`src/rtl/lockstep_counter_checker_count_ch.sv`:
```
// One counter channel: synchronous clear beats enable, wraps silently.
module count_ch #(
  parameter int WIDTH = 32
) (
  input  logic             clk,
  input  logic             rstn,
  input  logic             en,
  input  logic             clr,
  output logic [WIDTH-1:0] cnt
);

  always_ff @(posedge clk) begin
    if (!rstn) begin
      cnt <= '0;
    end else if (clr) begin
      cnt <= '0;
    end else if (en) begin
      cnt <= cnt + WIDTH'(1);
    end
  end

endmodule

```
`config.mk`:
```
export PLATFORM = sky130hd
export DESIGN_NAME = count_ch
export DESIGN_NICKNAME = d
export VERILOG_FILES = /design/src/rtl/lockstep_counter_checker_count_ch.sv
export SDC_FILE = /design/constraint.sdc
export NUM_CORES = 1
export LEC_CHECK = 0
export CAP_MARGIN = 5
export CORE_MARGIN = 8
export CORE_UTILIZATION = 45
export CTS_CLUSTER_DIAMETER = 30
export CTS_CLUSTER_SIZE = 30
export DETAILED_ROUTE_END_ITERATION = 16
export GPL_ROUTABILITY_DRIVEN = 0
export PLACE_DENSITY = 0.73
export SYNTH_ARGS = -nofsm -noshare
export SYNTH_HDL_FRONTEND = slang
export SYNTH_SLANG_ARGS = --single-unit
```
`constraint.sdc`:
```
create_clock -name clk -period 4.2 [get_ports clk]
set_input_delay 0.84 -clock clk [delete_from_list [all_inputs] [get_ports clk]]
set_output_delay 0.84 -clock clk [all_outputs]
set_load 0.01 [all_outputs]
```
Yosys cells after proc, flatten, opt, wreduce, memory -nomap -nowiden
Cells that the tools add are included.
{"block": "word_totals", "regBits": 32, "output_inout_bits": 32, "wordCells": 4}
{"block": "op_classes", "n_addsub": 1, "bitwise_logic": 1, "n_reduce_logical": 1}
{"cell": "$add A32 B1 Y32 const B", "count": 1}
{"cell": "$reduce_or A2 Y1", "count": 1}
{"cell": "$not A1 Y1", "count": 1}

Logic depth before layout (Yosys ltp)
{"block": "logic_depth", "ltp_word": 2, "mapped_depth": 6, "depth_no_buf": 5}

Worst setup path before layout
OpenSTA, ideal clock, no wires.
{"block": "synth_path", "kind": "in2reg", "from": "in en", "to": "reg cnt[15]", "arrival_time_ns": 2.334, "setup_slack_ns": 1.796, "stages": 6, "path_cell_list": "buf_2 -> nand4_1 -> or3_1 -> buf_2 -> or4_2 -> a21oi_1"}
{"item": "start: declaration", "line_no": "7", "source": "input logic en,"}
{"item": "end signal: assignment", "line_no": "18", "source": "cnt <= cnt + WIDTH'(1);"}
{"item": "end: declaration", "line_no": "9", "source": "output logic [WIDTH-1:0] cnt"}

==> flow_metrics.env <==
export IMPL_post_synth_main_area_contributors="sky130_fd_sc_hd__dfxtp_1 (41%), sky130_fd_sc_hd__o31ai_1 (6.3%), sky130_fd_sc_hd__a21oi_1 (5.8%)"
export IMPL_synth_fa_ha_area_frac=0.00806
export IMPL_post_cts_hold_buffer_count=0
export IMPL_cts_resized=0
export IMPL_post_route_worst_setup_slack_ns=1.40
export IMPL_syn_num_nets=183
export IMPL_post_drt_wl_per_cell_um=15.3
export IMPL_portBuffers=35
export IMPL_io_pin_count=36
export IMPL_postCtsSetupBuffers=0
export IMPL_fillerInstances=314
export IMPL_postSynthAreaPerCell_um2=8.72
export IMPL_reg_largest_list="cnt (32)"
export IMPL_grt_first_pass_wirelength_um=6570
export IMPL_top_register_by_number_of_flip_flops="cnt"
export IMPL_die_outline_height_um=74.7
export IMPL_synth_sequential_area_ratio=0.413
export IMPL_crit_path_top_delay_cell="sky130_fd_sc_hd__or4_4"
export IMPL_initial_cell_density_of_the_core=0.465
export IMPL_vdd_ir_drop_worst_uv=210
export IMPL_crit_path_max_incr_delay_ns=0.66
export IMPL_fin_setup_tns_ns=0
export IMPL_yosysTopAreaCell="sky130_fd_sc_hd__dfxtp_1"
export IMPL_worst_setup_path_start_kind="input port"
export IMPL_detail_route_drc_violations=0
export IMPL_fraction_of_the_mapped_netlist_area_in_compound_gates=0.156
export IMPL_clock_sinks=32
export IMPL_timing_setup_critical_path_class="input port to register"
export IMPL_grt_antenna_before_repair=0
export IMPL_synth_top_family_by_area="simple AND/OR/NAND/NOR gates"
export IMPL_parity_gate_share_of_the_synthesized_area_counting_xor_and_xnor_cells=0.0620
export IMPL_multi_input_combinational_cell_area_um2=868
export IMPL_die_area_um2=5590
export IMPL_cp_data_arrival_time_ns=3.06
export IMPL_overflow=0
export IMPL_gr_usage_all_layers=0.148
export IMPL_detailedPlace_worstSlack_ns=1.07
export IMPL_yosysWarningCount=0
export IMPL_min_period_over_period=0.666
export IMPL_clock_tree_from_tritoncts="built"
export IMPL_cts_buffers_inserted=5
export IMPL_dp_final_hpwl_um=2880
export IMPL_core_area_um2=3340
export IMPL_grt_setup_unrepaired="false"
export IMPL_maxClockFrequency_mhz=358
export IMPL_timing_hold_violations_final=0
export IMPL_synth_lib_cells_used_distinct=34
export IMPL_power_leakage_nw=0.572
export IMPL_p_per_area_nw_per_um2=253
export IMPL_post_synth_inst_count=178
export IMPL_grt_max_degree=21
export IMPL_synthSimpleGateAreaFrac=0.327
export IMPL_slew_violations=0
export IMPL_report_final_setup_viol=0
export IMPL_largest_register_ff_count=32
export IMPL_critical_path_endpoint_type="register"
export IMPL_route_final_wire_length_um=4000
export IMPL_placement_rows=21
export IMPL_first_iter_violations=114
export IMPL_hp_class="register to register"
export IMPL_drive_gt1_frac=0.0698
export IMPL_clkTransAtPathRegs_ns=0.09
export IMPL_crit_path_cell_trace="clkdlybuf4s50_1, nand3_1, or4_4, or4_1, a21oi_1"
export IMPL_drt_pass1_iter_count=4
export IMPL_antenna_left=0
export IMPL_critical_path_startpoint="en"
export IMPL_measured_slew_at_the_worst_slew_check_pin_ns=0.790
export IMPL_post_synth_instance_area_um2=1550
export IMPL_antennaDiodeCount=0
export IMPL_maximum_buffer_depth_of_the_clock_tree=2
export IMPL_final_setup_skew_ns=0.00502
export IMPL_first_global_vias=1465
export IMPL_worstSkewPairLatency_ns=0.34
export IMPL_slew_limit_headroom=0.473
export IMPL_run_status="completed"
export IMPL_htree_num_levels=2
export IMPL_crit_required_ns=4.46
export IMPL_ys_seq_elements=32
export IMPL_max_cap_viol_count=0
export IMPL_vias=1561
export IMPL_viasPerCell=5.98
export IMPL_layout_area_seq_um2=641
export IMPL_area_delta_synth_final_pct=28.2
export IMPL_holdCritStartpoint="cnt[30]"
export IMPL_die_w_um=74.7
export IMPL_finish_net_count=219
export IMPL_synth_top_cell_area_share=0.413
export IMPL_synth_mux_area_frac=0.00645
export IMPL_finalCriticalPeriod_ns=2.80
export IMPL_reg2reg_from="cnt[0]"
export IMPL_cts_root_buf="sky130_fd_sc_hd__clkbuf_4"
export IMPL_critical_path_max_fanout=14
[critical path: cells and delay by family]
family	cells	cell delay [ns]
AO/OA/AOI/OAI	1	0.15
buffers and inverters	1	0.61
AND/OR/NAND/NOR	3	1.46
[layout make-up]
type	instances	area share
Inverter	2	0.00377
Timing Repair Buffer	36	0.180
Tap cell	46	0.0289
Sequential cell	32	0.322
Multi-Input combinational cell	137	0.436
Clock buffer	8	0.0295
[layout by cell type (no fill, tap or decap)]
cell                              instances
sky130_fd_sc_hd__a21oi_1                 18
sky130_fd_sc_hd__a31oi_1                  1
sky130_fd_sc_hd__a41o_1                   1
sky130_fd_sc_hd__and3_1                   2
sky130_fd_sc_hd__and4_1                   4
sky130_fd_sc_hd__and4_2                   1
sky130_fd_sc_hd__buf_4                    1
sky130_fd_sc_hd__clkbuf_1                 2
sky130_fd_sc_hd__clkbuf_4                 5
sky130_fd_sc_hd__clkbuf_8                 1
sky130_fd_sc_hd__clkdlybuf4s50_1         35
sky130_fd_sc_hd__dfxtp_1                 32
sky130_fd_sc_hd__ha_1                     1
sky130_fd_sc_hd__inv_1                    2
sky130_fd_sc_hd__mux2i_1                  1
sky130_fd_sc_hd__nand2_1                 14
sky130_fd_sc_hd__nand2b_1                 1
sky130_fd_sc_hd__nand3_1                 10
sky130_fd_sc_hd__nand3_2                  1
sky130_fd_sc_hd__nand4_1                 10
sky130_fd_sc_hd__nand4_4                  1
sky130_fd_sc_hd__nor2_1                  13
sky130_fd_sc_hd__nor2b_1                  1
sky130_fd_sc_hd__nor3_1                   3
sky130_fd_sc_hd__nor4_1                   5
sky130_fd_sc_hd__o21a_1                   1
sky130_fd_sc_hd__o21ai_0                  4
sky130_fd_sc_hd__o31a_2                   1
sky130_fd_sc_hd__o31ai_1                 13
sky130_fd_sc_hd__or3_1                    4
sky130_fd_sc_hd__or3_2                    1
sky130_fd_sc_hd__or4_1                   11
sky130_fd_sc_hd__or4_2                    1
sky130_fd_sc_hd__or4_4                    2
sky130_fd_sc_hd__xnor2_1                  7
sky130_fd_sc_hd__xor2_1                   4
[layer usage]
| layer | global-route usage | part of all wire | vias up |
|---|---|---|---|
| met3 | 0.0573 | 0.081 | 6 |
| met5 | 0 | 0 | - |
| met2 | 0.254 | 0.49 | 54 |
| met4 | 0.0457 | 0.011 | 0 |
| li1 | - | - | 760 |
| met1 | 0.164 | 0.42 | 741 |
[kinds of logic after synthesis]
| family | Yosys count |
|---|---|
| XOR/XNOR | 11 |
| flip-flops | 32 |
| multiplexers | 1 |
| buffers and inverters | 9 |
| adder cells (fa/ha/maj) | 1 |
| AO/OA/AOI/OAI | 39 |
| AND/OR/NAND/NOR | 85 |
[per-stage QoR]
step | hold slack, ns | power [W] | cell area [um^2] | cells | utilization
after detailed placement | 0.501 | 0.000326 | 1930 | 253 | 0.579
after CTS | 0.515 | 0.000509 | 1990 | 261 | 0.597
after global routing | 0.542 | 0.000524 | 1990 | 261 | 0.597
final | 0.509 | 0.000504 | 1990 | 261 | 0.597
after global placement | 0.472 | 0.000325 | 1930 | 253 | 0.579
after floorplan | 0.504 | 0.000320 | 1550 | 178 | -
[cell usage after synthesis]
cell                       instances
sky130_fd_sc_hd__nand2b_1          1
sky130_fd_sc_hd__ha_1              1
sky130_fd_sc_hd__clkbuf_1          4
sky130_fd_sc_hd__a21oi_1          18
sky130_fd_sc_hd__nand3_1          10
sky130_fd_sc_hd__dfxtp_1          32
sky130_fd_sc_hd__xnor2_1           7
sky130_fd_sc_hd__nand3_2           1
sky130_fd_sc_hd__and4_1            4
sky130_fd_sc_hd__nand4_1          10
sky130_fd_sc_hd__o21a_1            1
sky130_fd_sc_hd__or3_2             1
sky130_fd_sc_hd__or4_4             2
sky130_fd_sc_hd__nor2_1           13
sky130_fd_sc_hd__o31a_2            1
sky130_fd_sc_hd__inv_1             2
sky130_fd_sc_hd__nor3_1            3
sky130_fd_sc_hd__buf_6             1
sky130_fd_sc_hd__or4_1            11
sky130_fd_sc_hd__o21ai_0           4
sky130_fd_sc_hd__nor2b_1           1
sky130_fd_sc_hd__buf_2             2
sky130_fd_sc_hd__nand4_4           1
sky130_fd_sc_hd__and4_2            1
sky130_fd_sc_hd__mux2i_1           1
sky130_fd_sc_hd__nor4_1            5
sky130_fd_sc_hd__xor2_1            4
sky130_fd_sc_hd__a41o_1            1
sky130_fd_sc_hd__or4_2             1
sky130_fd_sc_hd__nand2_1          14
sky130_fd_sc_hd__or3_1             4
sky130_fd_sc_hd__a31oi_1           1
sky130_fd_sc_hd__o31ai_1          13
sky130_fd_sc_hd__and3_1            2
[worst paths after layout]
| path | depth (start not counted) | slack, ns | endpoint |
|---|---|---|---|
| worst max-delay path | 5 | 1.40 | cnt[26] |
| worst min-delay path | 2 | 0.51 | cnt[30] |
| worst max register to register | 5 | 1.92 | cnt[26] |
| worst min register to register | 2 | 0.51 | cnt[30] |
[report_power, final]
| part | internal, W | switching (W) |
|---|---|---|
| Sequential | 0.000304 | 0.000000961 |
| Clock | 0.0000825 | 0.000103 |
| Combinational | 0.00000614 | 0.00000796 |
(Power assumes the default switching activity.)
